## config.mk

```make
export PLATFORM = sky130hd
export DESIGN_NAME = dualrail_xor_capture_flat
export DESIGN_NICKNAME = d
export VERILOG_FILES = /design/src/rtl/dualrail_xor_capture_if.sv /design/src/rtl/dualrail_xor_capture.sv /design/src/flat_wrapper.sv
export SDC_FILE = /design/constraint.sdc
export NUM_CORES = 1
export LEC_CHECK = 0
export ABC_AREA = 1
export CAP_MARGIN = 10
export CORE_MARGIN = 4
export CORE_UTILIZATION = 38
export CTS_BUF_LIST = sky130_fd_sc_hd__clkbuf_4 sky130_fd_sc_hd__clkbuf_8
export DETAILED_ROUTE_END_ITERATION = 8
export PLACE_DENSITY = 0.62
export SYNTH_ARGS = -nofsm -noshare
export SYNTH_HDL_FRONTEND = slang
export SYNTH_SLANG_ARGS = --single-unit
```

## constraint.sdc

```tcl
create_clock -name clk -period 2.62 [get_ports clk]
set_clock_uncertainty 0.15 [all_clocks]
set_input_delay 0.524 -clock clk [delete_from_list [all_inputs] [get_ports clk]]
set_output_delay 0.524 -clock clk [all_outputs]
set_load 0.005 [all_outputs]
```

## src/rtl/dualrail_xor_capture_if.sv

```systemverilog
// Handshake/bus bundle for the dual-rail XOR capture stage.
// slave: capture stage side; master: gate netlist / consumer side.
interface dualrail_xor_capture_if #(
  parameter int CNT_W = 8
);
  logic             en;
  logic             rail_xor;
  logic             rail_xnor;
  logic             result_ready;
  logic             clear_fault;
  logic             result_valid;
  logic             result_bit;
  logic             fault;
  logic [CNT_W-1:0] toggle_count;

  modport master (
    output en, rail_xor, rail_xnor,
    output result_ready, clear_fault,
    input  result_valid, result_bit,
    input  fault, toggle_count
  );

  modport slave (
    input  en, rail_xor, rail_xnor,
    input  result_ready, clear_fault,
    output result_valid, result_bit,
    output fault, toggle_count
  );
endinterface

```

## src/rtl/dualrail_xor_capture.sv

```systemverilog
// Dual-rail XOR capture: settle, emit once over valid/ready, sticky fault.
// DUALRAIL_SYNC_EN adds a 2-flop rail synchronizer ahead of decode.
module dualrail_xor_capture #(
  parameter int SETTLE_CYCLES = 16,
  parameter int FAULT_CYCLES  = 4,
  parameter int CNT_W         = 8
) (
  input logic                   clk,
  input logic                   rst,
  dualrail_xor_capture_if.slave bus
);
  localparam int SW = $clog2(SETTLE_CYCLES + 1);
  localparam int FW = $clog2(FAULT_CYCLES + 1);
  localparam logic [SW-1:0] SET_MAX = SW'(SETTLE_CYCLES);
  localparam logic [FW-1:0] FLT_MAX = FW'(FAULT_CYCLES);

  typedef enum logic [1:0] {
    IDLE   = 2'd0,
    SETTLE = 2'd1,
    FAULT  = 2'd2
  } state_t;

  state_t           state;
  state_t           state_nxt;
  logic [1:0]       code;
  logic [1:0]       prev_code;
  logic [SW-1:0]    stab_cnt;
  logic [SW-1:0]    stab_nxt;
  logic [SW-1:0]    stab_calc;
  logic [FW-1:0]    ill_cnt;
  logic [FW-1:0]    ill_nxt;
  logic [FW-1:0]    ill_calc;
  logic             legal;
  logic             active;
  logic             emit;
  logic             slot_free;
  logic             fault_hit;
  logic             mem_ok;
  logic             mem_bit;
  logic             valid_q;
  logic             bit_q;
  logic [CNT_W-1:0] tog_q;

`ifdef DUALRAIL_SYNC_EN
  logic [1:0] sync1;
  logic [1:0] sync2;

  // two-stage synchronizer on the rail pair
  always_ff @(posedge clk or posedge rst) begin
    if (rst) begin
      sync1 <= '0;
      sync2 <= '0;
    end else begin
      sync1 <= {bus.rail_xor, bus.rail_xnor};
      sync2 <= sync1;
    end
  end

  assign code = sync2;
`else
  assign code = {bus.rail_xor, bus.rail_xnor};
`endif

  // counters, next state and emission decision
  always_comb begin
    legal     = code[1] ^ code[0];
    stab_calc = '0;
    ill_calc  = '0;
    state_nxt = state;
    stab_nxt  = '0;
    ill_nxt   = '0;
    active    = 1'b0;
    emit      = 1'b0;
    slot_free = !valid_q || bus.result_ready;

    if (legal) begin
      if (code == prev_code)
        stab_calc = (stab_cnt == SET_MAX) ?
                    stab_cnt : stab_cnt + 1'b1;
      else
        stab_calc = SW'(1);
    end else begin
      ill_calc = (ill_cnt == FLT_MAX) ?
                 ill_cnt : ill_cnt + 1'b1;
    end
    fault_hit = (ill_calc == FLT_MAX);

    unique case (state)
      IDLE:    active = bus.en;
      SETTLE: begin
        if (!bus.en) state_nxt = IDLE;
        else         active    = 1'b1;
      end
      FAULT: begin
        if (bus.clear_fault)
          state_nxt = bus.en ? SETTLE : IDLE;
      end
      default: state_nxt = IDLE;
    endcase

    if (active) begin
      if (fault_hit) begin
        state_nxt = FAULT;
      end else begin
        state_nxt = SETTLE;
        stab_nxt  = stab_calc;
        ill_nxt   = ill_calc;
        emit      = (stab_calc == SET_MAX) &&
                    (!mem_ok || code[1] != mem_bit) &&
                    slot_free;
      end
    end
  end

  // state and counter registers
  always_ff @(posedge clk or posedge rst) begin
    if (rst) begin
      state     <= IDLE;
      stab_cnt  <= '0;
      ill_cnt   <= '0;
      prev_code <= '0;
    end else begin
      state     <= state_nxt;
      stab_cnt  <= stab_nxt;
      ill_cnt   <= ill_nxt;
      prev_code <= code;
    end
  end

  // output slot: refill wins over accept in the same cycle
  always_ff @(posedge clk or posedge rst) begin
    if (rst) begin
      valid_q <= 1'b0;
      bit_q   <= 1'b0;
    end else if (emit) begin
      valid_q <= 1'b1;
      bit_q   <= code[1];
    end else if (valid_q && bus.result_ready) begin
      valid_q <= 1'b0;
    end
  end

  // last-emitted memory and saturating change counter
  always_ff @(posedge clk or posedge rst) begin
    if (rst) begin
      mem_ok  <= 1'b0;
      mem_bit <= 1'b0;
      tog_q   <= '0;
    end else if (state_nxt == IDLE) begin
      mem_ok  <= 1'b0;
    end else if (emit) begin
      mem_ok  <= 1'b1;
      mem_bit <= code[1];
      if (mem_ok && tog_q != '1)
        tog_q <= tog_q + 1'b1;
    end
  end

  assign bus.result_valid = valid_q;
  assign bus.result_bit   = bit_q;
  assign bus.fault        = (state == FAULT);
  assign bus.toggle_count = tog_q;
endmodule

```

## src/flat_wrapper.sv

```systemverilog
// flat-port wrapper written by rule: the top's interface ports become plain ports
module dualrail_xor_capture_flat 
#(
  parameter int SETTLE_CYCLES = 16,
  parameter int FAULT_CYCLES  = 4,
  parameter int CNT_W         = 8
)
  (clk, rst, bus_en, bus_rail_xor, bus_rail_xnor, bus_result_ready, bus_clear_fault, bus_result_valid, bus_result_bit, bus_fault, bus_toggle_count);
  dualrail_xor_capture_if #(.CNT_W(CNT_W)) bus_i ();
  input logic clk;
  input logic rst;
  input wire logic [$bits(bus_i.en)-1:0] bus_en;
  input wire logic [$bits(bus_i.rail_xor)-1:0] bus_rail_xor;
  input wire logic [$bits(bus_i.rail_xnor)-1:0] bus_rail_xnor;
  input wire logic [$bits(bus_i.result_ready)-1:0] bus_result_ready;
  input wire logic [$bits(bus_i.clear_fault)-1:0] bus_clear_fault;
  output wire logic [$bits(bus_i.result_valid)-1:0] bus_result_valid;
  output wire logic [$bits(bus_i.result_bit)-1:0] bus_result_bit;
  output wire logic [$bits(bus_i.fault)-1:0] bus_fault;
  output wire logic [$bits(bus_i.toggle_count)-1:0] bus_toggle_count;
  assign bus_i.en = bus_en;
  assign bus_i.rail_xor = bus_rail_xor;
  assign bus_i.rail_xnor = bus_rail_xnor;
  assign bus_i.result_ready = bus_result_ready;
  assign bus_i.clear_fault = bus_clear_fault;
  assign bus_result_valid = bus_i.result_valid;
  assign bus_result_bit = bus_i.result_bit;
  assign bus_fault = bus_i.fault;
  assign bus_toggle_count = bus_i.toggle_count;
  dualrail_xor_capture #(.SETTLE_CYCLES(SETTLE_CYCLES), .FAULT_CYCLES(FAULT_CYCLES), .CNT_W(CNT_W)) u_core (.clk(clk), .rst(rst), .bus(bus_i));
endmodule
```

==> results of run 1 <==
## power by group through the flow
stage	Clock (mW)	Sequential, mW	Combinational (mW)
2_1_floorplan	0	0.387	0.0502
3_3_place_gp	0	0.388	0.0724
3_5_place_dp	0	0.389	0.0728
4_1_cts	0.336	0.381	0.0731
5_1_grt	0.351	0.382	0.0802
6_report	0.324	0.381	0.0713
## worst max-delay path by stage
stage	startpoint	end	slack, ns	cells past startpoint
final	bus_rail_xor	u_core.bus.toggle_count[4]	0.41	10
after global routing	bus_rail_xor	u_core.bus.toggle_count[4]	0.22	10
after CTS	bus_rail_xor	u_core.bus.toggle_count[4]	0.40	10
after detailed placement	bus_rail_xor	u_core.bus.toggle_count[4]	0.12	10
after global placement	bus_rail_xor	u_core.bus.toggle_count[4]	0.14	10
after floorplan	u_core.stab_cnt[0]	u_core.bus.toggle_count[0]	0.67	12
## worst reg2reg max path: cells and delay by family (launching register included)
family | cells | cell delay, ns
simple gates | 7 | 0.92
flops | 1 | 0.49
xor+xnor | 1 | 0.20
fa+ha+maj | 1 | 0.15
buf+inv | 1 | 0.10
## metrics by stage
step | power, mW | worst slack, ns | instance area [sq um] | instances | hold WS, ns
final | 0.777 | 0.414 | 1820 | 258 | 0.366
after global routing | 0.814 | 0.216 | 1820 | 258 | 0.407
after CTS | 0.791 | 0.400 | 1820 | 258 | 0.374
after detailed placement | 0.461 | 0.119 | 1750 | 254 | 0.352
after global placement | 0.461 | 0.144 | 1750 | 254 | 0.345
after floorplan | 0.438 | 0.671 | 1500 | 187 | 0.308
## kinds of logic after synthesis
logic type,share of synthesized area
xor+xnor,0.0358
buf+inv,0.0892
compound gates,0.0233
flops,0.400
fa+ha+maj,0.0417
simple gates,0.410
## synth_stat cells
library cell and instances:
nand2_2 3, ha_1 5, inv_4 1, inv_1 29, nor3_1 5, nor3_2 1
nor2_1 15, inv_2 5, dfrtp_1 24, a21oi_1 2, nand3_2 6, xnor2_1 1
o211a_1 1, nor2_4 2, a21boi_1 1, nor2_2 1, xor2_4 1, nand3_1 9
nor2_8 3, or2_2 1, nand4_1 8, nand2_1 56, nand2_4 4, a211oi_1 1
xor2_1 2
## metal layers
| layer | track usage | vias up | share of wire |
|---|---|---|---|
| met2 | 0.203 | 13 | 0.48 |
| met3 | 0.0185 | 4 | 0.016 |
| met5 | 0 | - | 0 |
| met4 | 0.0438 | 0 | 0.013 |
| li1 | - | 624 | - |
| met1 | 0.164 | 521 | 0.49 |
## cell usage in the layout (no fill, tap or decap), types with 4 or more instances in the layout
cell	n
nand2_4	4
nand2_1	56
clkdlybuf4s50_1	17
dfrtp_1	24
nand3_1	9
nor3_1	5
nor2_1	15
nand4_1	8
nand3_2	6
inv_1	29
inv_2	5
ha_1	5
## area by class of cell
class / instances / area (sq um) / area share
inverter: 35 / 134 / 0.0736
sequential: 24 / 601 / 0.330
clock inverter: 1 / 30.0 / 0.0165
timing repair buffer: 19 / 185 / 0.102
multi-input combinational: 128 / 767 / 0.422
clock buffer: 3 / 41.3 / 0.0227
tap: 48 / 60.1 / 0.0330
## registers in the layout (all words and copies together), names as in the netlist
| signal | cells |
|---|---|
| u_core.stab_cnt | 5 |
| u_core.state | 2 |
| u_core.bus.result_valid | 1 |
| u_core.bus.result_bit | 1 |
| u_core.mem_ok | 1 |
| u_core.bus.toggle_count | 8 |
| u_core.mem_bit | 1 |
| u_core.prev_code | 2 |
| u_core.ill_cnt | 3 |
==> results.py, run 1 <==
metrics = {
    "setup_path": {
        "critPathTopFamily": "simple AND/OR/NAND/NOR gates",
        "cp-end-kind": "register",
        "r2r-start": "u_core.stab_cnt[0]",
        "r2r_cells": 10,
        "crit_fanout": 7,
        "cp.arrival_ns": 2.23,
        "path_class": "input port to register",
        "crit_path_start_kind": "input port",
        "crit_buf_inv": 2,
        "reg2reg_slack_ns": 0.51,
        "critPathRequiredTime_ns": 2.64,
        "crit_path_max_incr_delay_ns": 0.62,
        "path_cells": "clkdlybuf4s50_1, inv_2, nand2_2, nand2_4, nor2_1, nand3_1, nor3_2, nand3_1, nand2_1, nand2_1",
        "crit_slowest_cell": "clkdlybuf4s50_1",
        "reg2reg_to": "u_core.bus.toggle_count[4]",
    },
    "cells_and_area": {
        "num-fill-cells": 376,
        "diodes": 0,
        "syn_to_final_growth_pct": 21.1,
        "drive_above_1_share": 0.162,
        "final_nets": 223,
        "final_util": 0.486,
    },
    "drt": {
        "via_count": 1162,
        "vias_per_cell": 4.50,
        "wirelength_mm": 2.70,
        "first_pass_iters": 4,
        "drt_iter0_drc": 24,
        "drc": 0,
        "wl_per_cell_microns": 10.5,
        "postRouteAntennaNets": 0,
    },
    "global_route": {
        "grt_pass1_vias": 1165,
        "grt_start_max_net_pins": 25,
        "antenna_found_initial": 0,
        "grt_pass1_wl_mm": 5.04,
        "grt.total_usage": 0.123,
        "grt_overflow": 0,
    },
    "synthesis": {
        "synth_largest_area_cell": "dfrtp_1",
        "yosysSeqAreaShare": 0.400,
        "syn_inst": 187,
        "yosysWarnings": 0,
        "syn-num-nets": 199,
        "netlist_area_sq_mm": 0.00150,
        "synth_top_area_frac": 0.400,
        "synth_cell_types": 25,
        "synthTopCellsByArea": "dfrtp_1 (40%), nand2_1 (14%), inv_1 (7.2%), ha_1 (4.2%), nand3_2 (4.0%)",
        "ys_ff_latch": 24,
        "syn_area_per_cell_sq_um": 8.03,
    },
    "pwr": {
        "p_seq_frac": 0.491,
        "comb_power_share": 0.092,
        "irDropWorstVdd_mv": 0.311,
        "p_leak_nw": 0.927,
        "pwr-share-clk": 0.418,
        "p_per_area_mw_per_mm2": 427,
        "swShare": 0.219,
        "power.internal_uw": 607,
        "switchingPower_uw": 170,
    },
    "placed_design": {
        "port_buffers": 17,
        "dp_hpwl_mm": 2.17,
        "gp_congestion": 0.798,
    },
    "clock_tree": {
        "cts_max_path_buffers": 2,
        "clk_pin_slew_ns": 0.09,
        "cts_resized": 0,
        "cts-buffers-inserted": 3,
        "ctsRootBufferMaster": "clkbuf_8",
        "cts_sinks": 24,
        "h-tree-depth": 1,
        "cts_tree": "done",
        "clk_latency_ns": 0.27,
        "hold_buffers": 0,
        "post-cts-setup-buffers": 0,
    },
    "worst_hold_path": {
        "hold_path_class": "register to register",
        "worstHoldStart": "u_core.mem_ok",
        "min_to": "u_core.mem_ok",
        "min_delay_path_depth": 2,
    },
    "die": {
        "die_y_microns": 70.9,
        "core-area_sq_mm": 0.00374,
        "die_x_microns": 70.9,
        "ios": 18,
        "placementRows": 22,
        "die-area_sq_mm": 0.00502,
        "initial_core_util": 0.401,
    },
    "sta": {
        "timing.final.crit_share": 0.842,
        "slew_headroom": 0.773,
        "finalCriticalPeriod_ns": 2.21,
        "fmax_ghz": 0.453,
        "hold_violations": 0,
        "slew_violations": 0,
        "timing.setup.tns_ns": 0,
        "rsz0062_at_grt": "false",
        "setup_viol_count_final": 0,
        "tightest_slew_ns": 0.338,
    },
    "status": {
        "status": "finished clean",
    },
    "job": {
        "maxCapViolations": 0,
    },
}
Note: power is estimated with default switching activity, not from simulation.
==> inputs of run 2 (changes only) <==
==> constraint.sdc (replaced) <==
create_clock -name clk -period 2.1 [get_ports clk]
set_clock_uncertainty 0.15 [all_clocks]
set_input_delay 0.42 -clock clk [delete_from_list [all_inputs] [get_ports clk]]
set_output_delay 0.42 -clock clk [all_outputs]
set_load 0.005 [all_outputs]
==> run 2 against run 1 <==
Flip-flop and latch count unchanged. Utilization up 3.0 points. Via count is 5.3% higher. Clock power up 23%. Hold slack got worse by 0.12 ns. Routed wire length is 3.9% higher.
==> results.py, run 2 (synthesized netlist as in run 1, its figures left out) <==
metrics = {
    "clock_tree": {
        "cts-buffers-inserted": 3,
        "post-cts-setup-buffers": 0,
        "clk_latency_ns": 0.26,
        "clk_pin_slew_ns": 0.09,
        "cts_tree": "done",
        "ctsRootBufferMaster": "clkbuf_8",
        "hold_buffers": 0,
        "cts_max_path_buffers": 2,
        "h-tree-depth": 1,
        "cts_sinks": 24,
    },
    "global_route": {
        "antenna_found_initial": 0,
        "grt_overflow": 0,
        "grt_pass1_vias": 1241,
        "grt.total_usage": 0.120,
        "grt_pass1_wl_mm": 5.11,
        "grt_start_max_net_pins": 25,
    },
    "setup_path": {
        "r2r_cells": 12,
        "crit_fanout": 7,
        "crit_path_max_incr_delay_ns": 0.42,
        "r2r-start": "u_core.stab_cnt[1]",
        "cp.arrival_ns": 1.94,
        "path_class": "register to register",
        "crit_buf_inv": 2,
        "crit_path_start_kind": "register",
        "cp_common_cell": "nor2_8",
        "critPathRequiredTime_ns": 2.11,
        "critPathTopFamily": "simple AND/OR/NAND/NOR gates",
        "cp-end-kind": "register",
        "crit_start": "u_core.stab_cnt[1]",
        "path_cells": "inv_1, ha_1, nand2_2, nor2_8, xor2_4, nand2_4, nor2_8, nand2_4, nor2_8, inv_2, nand2_1, nand2_1",
        "crit_slowest_cell": "dfrtp_1",
        "reg2reg_to": "u_core.bus.toggle_count[1]",
        "reg2reg_slack_ns": 0.17,
        "cp.depth": 12,
    },
    "cells_and_area": {
        "syn_to_final_growth_pct": 28.5,
        "final_nets": 236,
        "final_cells": 271,
        "largest_register_ffs": 8,
        "final_common_cell": "nand2_1",
        "diodes": 0,
        "layout_common_cells": "nand2_1 (55), inv_1 (29), dfrtp_1 (24)",
        "finish.instance_area_sq_mm": 0.00193,
        "drive_above_1_share": 0.220,
        "final_util": 0.515,
    },
    "placed_design": {
        "port_buffers": 17,
        "place_ws_ns": -0.162,
        "place_area_sq_mm": 0.00184,
        "dp_hpwl_mm": 2.21,
        "dp.cells": 267,
        "gp_congestion": 0.823,
    },
    "drt": {
        "vias_per_cell": 4.52,
        "via_count": 1224,
        "drc": 0,
        "wl_per_cell_microns": 10.3,
        "postRouteAntennaNets": 0,
        "wirelength_mm": 2.80,
        "drt_iter0_drc": 21,
        "first_pass_iters": 4,
    },
    "sta": {
        "slew_headroom": 0.769,
        "timing.setup.tns_ns": 0,
        "slew_violations": 0,
        "tightest_slew_ns": 0.344,
        "hold_violations": 0,
        "setup_viol_count_final": 0,
        "timing.final.crit_share": 0.919,
        "finalCriticalPeriod_ns": 1.93,
        "setup_ws_ns": 0.171,
        "fmax_ghz": 0.518,
        "timing.hold.ws_ns": 0.242,
    },
    "die": {
        "die_x_microns": 70.9,
        "die-area_sq_mm": 0.00502,
        "placementRows": 22,
        "die_y_microns": 70.9,
        "ios": 18,
        "core-area_sq_mm": 0.00374,
        "initial_core_util": 0.401,
    },
    "pwr": {
        "p_total_uw": 977,
        "p_leak_nw": 1.03,
        "p_per_area_mw_per_mm2": 506,
        "irDropWorstVdd_mv": 0.359,
    },
    "worst_hold_path": {
        "worstHoldStart": "bus_rail_xnor",
        "min_to": "u_core.prev_code[0]",
        "min_delay_path_depth": 1,
        "hold_path_class": "input port to register",
    },
    "status": {
        "status": "finished clean",
    },
    "job": {
        "maxCapViolations": 0,
    },
}
run 2: cell types whose count changed in the layout (fill, tap and decap cells not counted):
| cell | previous run | this run |
|---|---|---|
| a21oi_1 | 2 | 1 |
| clkdlybuf4s50_1 | 17 | 14 |
| dlymetal6s2s_1 | 0 | 3 |
| nand2_1 | 56 | 55 |
| nand2_2 | 3 | 4 |
| buf_4 | 2 | 15 |
| a21oi_2 | 0 | 1 |
run 2: routing by layer:
| layer | GRT usage | vias to the layer above | wire (microns) |
|---|---|---|---|
| li1 | - | 649 | - |
| met5 | 0 | - | 0 |
| met3 | 0.0213 | 0 | 49 |
| met1 | 0.169 | 560 | 1410 |
| met4 | 0.0125 | 0 | 0 |
| met2 | 0.201 | 15 | 1350 |
run 2: repair_timing:
action,4_1_cts,5_1_grt
setup endpoints to repair,0,9
resized for setup,0,5
hold endpoints to repair,0,0
run 2: layout make-up:
class,count,area (sq um)
Sequential cell,24,601
Inverter,35,134
Fill cell,390,1810
Tap cell,48,60.1
Clock buffer,3,41.3
Clock inverter,1,30.0
Multi-Input combinational cell,128,773
Timing Repair Buffer,32,290
run 2: worst max-delay path by stage:
stage                                      end
floorplan           u_core.bus.toggle_count[0]
global placement    u_core.bus.toggle_count[7]
detailed placement  u_core.bus.toggle_count[4]
CTS                                  bus_fault
global route        u_core.bus.toggle_count[1]
finish              u_core.bus.toggle_count[1]
run 2: where the power goes:
part           internal, mW  switching, mW
Combinational        0.0441         0.0609
Sequential            0.468        0.00439
Clock                 0.254          0.145
==> inputs of run 3 (changes only) <==
--- a/config.mk
+++ b/config.mk
@@ -11,7 +11,6 @@
 export CORE_UTILIZATION = 38
 export CTS_BUF_LIST = sky130_fd_sc_hd__clkbuf_4 sky130_fd_sc_hd__clkbuf_8
 export DETAILED_ROUTE_END_ITERATION = 8
-export PLACE_DENSITY = 0.62
 export SYNTH_ARGS = -nofsm -noshare
 export SYNTH_HDL_FRONTEND = slang
 export SYNTH_SLANG_ARGS = --single-unit
==> run 3 against run 2 <==
Utilization is 1.2 points lower. Power is 14% lower. Non-clock buffer count down 1. Flip-flop and latch count did not move. Maximum frequency down 0.92%. Clock power shrank 34%. Cell count shrank 0.74%. Final area fell by 2.3%. Routed wire length decreased by 3.3%. Setup slack worse by 0.018 ns. Critical path depth unchanged. Hold slack better by 0.11 ns.
==> results.py, run 3 (synthesized netlist as in run 1, its figures left out) <==
metrics = {
    "cells_and_area": {
        "largest_register_ffs": 8,
        "final_common_cell": "nand2_1",
        "finish.instance_area_sq_mm": 0.00189,
        "layout_common_cells": "nand2_1 (55), inv_1 (29), dfrtp_1 (24)",
        "syn_to_final_growth_pct": 25.6,
        "diodes": 0,
        "final_nets": 235,
        "drive_above_1_share": 0.208,
    },
    "placed_design": {
        "gp_congestion": 0.806,
        "port_buffers": 17,
        "place_area_sq_mm": 0.00184,
        "dp_hpwl_mm": 2.15,
        "place_ws_ns": -0.177,
    },
    "setup_path": {
        "reg2reg_to": "u_core.bus.toggle_count[1]",
        "path_class": "input port to register",
        "critPathRequiredTime_ns": 2.11,
        "crit_fanout": 7,
        "reg2reg_slack_ns": 0.19,
        "crit_path_start_kind": "input port",
        "r2r-start": "u_core.stab_cnt[1]",
        "cp-end-kind": "register",
        "r2r_cells": 12,
        "cp.arrival_ns": 1.95,
    },
    "global_route": {
        "antenna_found_initial": 0,
        "grt_pass1_wl_mm": 4.71,
        "grt_overflow": 0,
        "grt_start_max_net_pins": 25,
        "grt.total_usage": 0.115,
        "grt_pass1_vias": 1112,
    },
    "sta": {
        "timing.final.crit_share": 0.927,
        "setup_viol_count_final": 0,
        "tightest_slew_ns": 0.301,
        "finalCriticalPeriod_ns": 1.95,
        "setup_ws_ns": 0.153,
        "slew_headroom": 0.798,
        "rsz0062_at_grt": "false",
        "hold_violations": 0,
        "slew_violations": 0,
        "fmax_ghz": 0.514,
    },
    "clock_tree": {
        "cts_tree": "done",
        "cts-buffers-inserted": 3,
        "cts_max_path_buffers": 2,
        "ctsRootBufferMaster": "clkbuf_8",
        "clk_pin_slew_ns": 0.08,
        "h-tree-depth": 1,
        "post-cts-setup-buffers": 0,
        "cts_sinks": 24,
        "clk_latency_ns": 0.26,
    },
    "die": {
        "initial_core_util": 0.401,
        "ios": 18,
        "die_x_microns": 70.9,
        "core-area_sq_mm": 0.00374,
        "placementRows": 22,
        "die-area_sq_mm": 0.00502,
        "die_y_microns": 70.9,
    },
    "drt": {
        "via_count": 1196,
        "drc": 0,
        "postRouteAntennaNets": 0,
        "wirelength_mm": 2.71,
        "met2_length_mm": 1.22,
        "vias_per_cell": 4.45,
        "first_pass_iters": 6,
        "wl_met3_microns": 73,
        "drt_iter0_drc": 33,
        "highest_layer": "met4",
        "wl_per_cell_microns": 10.1,
        "met1Wirelength_mm": 1.36,
    },
    "job": {
        "maxCapViolations": 0,
    },
    "status": {
        "status": "finished clean",
    },
    "pwr": {
        "p_per_area_mw_per_mm2": 444,
        "p_leak_nw": 0.998,
        "irDropWorstVdd_mv": 0.239,
    },
    "worst_hold_path": {
        "hold_path_class": "input port to async pin",
    },
}
==> run 3: cell types whose count changed in the layout (fill, tap and decap cells not counted) <==
cell / previous run / this run
a21oi_1: 1 / 2
a21oi_2: 1 / 0
buf_4: 15 / 14
bufinv_16: 1 / 0
clkdlybuf4s50_1: 14 / 15
dlymetal6s2s_1: 3 / 2
==> run 3: how the worst max path moves through the flow <==
stage / startpoint / to / slack, ns / cells past startpoint
6_report: bus_rail_xnor / u_core.bus.toggle_count[1] / 0.15 / 12
3_3_place_gp: bus_rail_xor / u_core.bus.toggle_count[0] / -0.16 / 13
5_1_grt: bus_rail_xnor / u_core.bus.toggle_count[0] / 0.02 / 12
2_1_floorplan: u_core.stab_cnt[0] / u_core.bus.toggle_count[0] / 0.15 / 12
3_5_place_dp: bus_rail_xor / u_core.bus.toggle_count[0] / -0.18 / 13
4_1_cts: u_core.state[1] / bus_fault / 0.04 / 4
==> run 3: worst max-delay path, stage by stage <==
cell	delay [ns]
clkdlybuf4s50_1	0.55
nand2_1	0.14
nand2_4	0.13
inv_4	0.04
nand3_2	0.09
nand2_4	0.08
nor2_8	0.12
nand2_4	0.08
nor2_8	0.15
inv_2	0.05
nand2_1	0.05
nand2_1	0.05
==> run 3: layout make-up <==
cell class / count / area (sq um)
clock buffers: 3 / 41.3
fillers: 357 / 1860
inverters: 35 / 134
multi-input cells: 128 / 769
flip-flops and latches: 24 / 601
well taps: 48 / 60.1
repair buffers: 31 / 280
==> run 3: routing by layer <==
| metal | vias up | global-route usage |
|---|---|---|
| met5 | - | 0 |
| met4 | 0 | 0.0501 |
| met3 | 7 | 0.0213 |
| met2 | 19 | 0.178 |
| met1 | 526 | 0.157 |
| li1 | 644 | - |
==> run 3: repair_timing <==
action                                  4_1_cts  5_1_grt
endpoints found under the setup margin        0        6
hold buffers                                  0        0
gates resized for setup                       0        3
==> run 3: stage by stage <==
stage          std cells   util  setup TNS, ns  power, mW  hold WS (ns)
4_1_cts              269  0.502              0      0.852         0.366
3_5_place_dp         266  0.491          -1.37      0.585         0.341
3_3_place_gp         266  0.491          -1.12      0.585         0.348
2_1_floorplan        187      -              0      0.546         0.285
5_1_grt              269  0.504              0      0.883         0.388
6_report             269  0.504              0      0.838         0.351
==> run 3: where the power goes <==
| group | total [mW] | switching, mW | internal [mW] |
|---|---|---|---|
| clock network | 0.263 | 0.135 | 0.128 |
| registers | 0.473 | 0.00431 | 0.468 |
| logic | 0.102 | 0.0593 | 0.0427 |
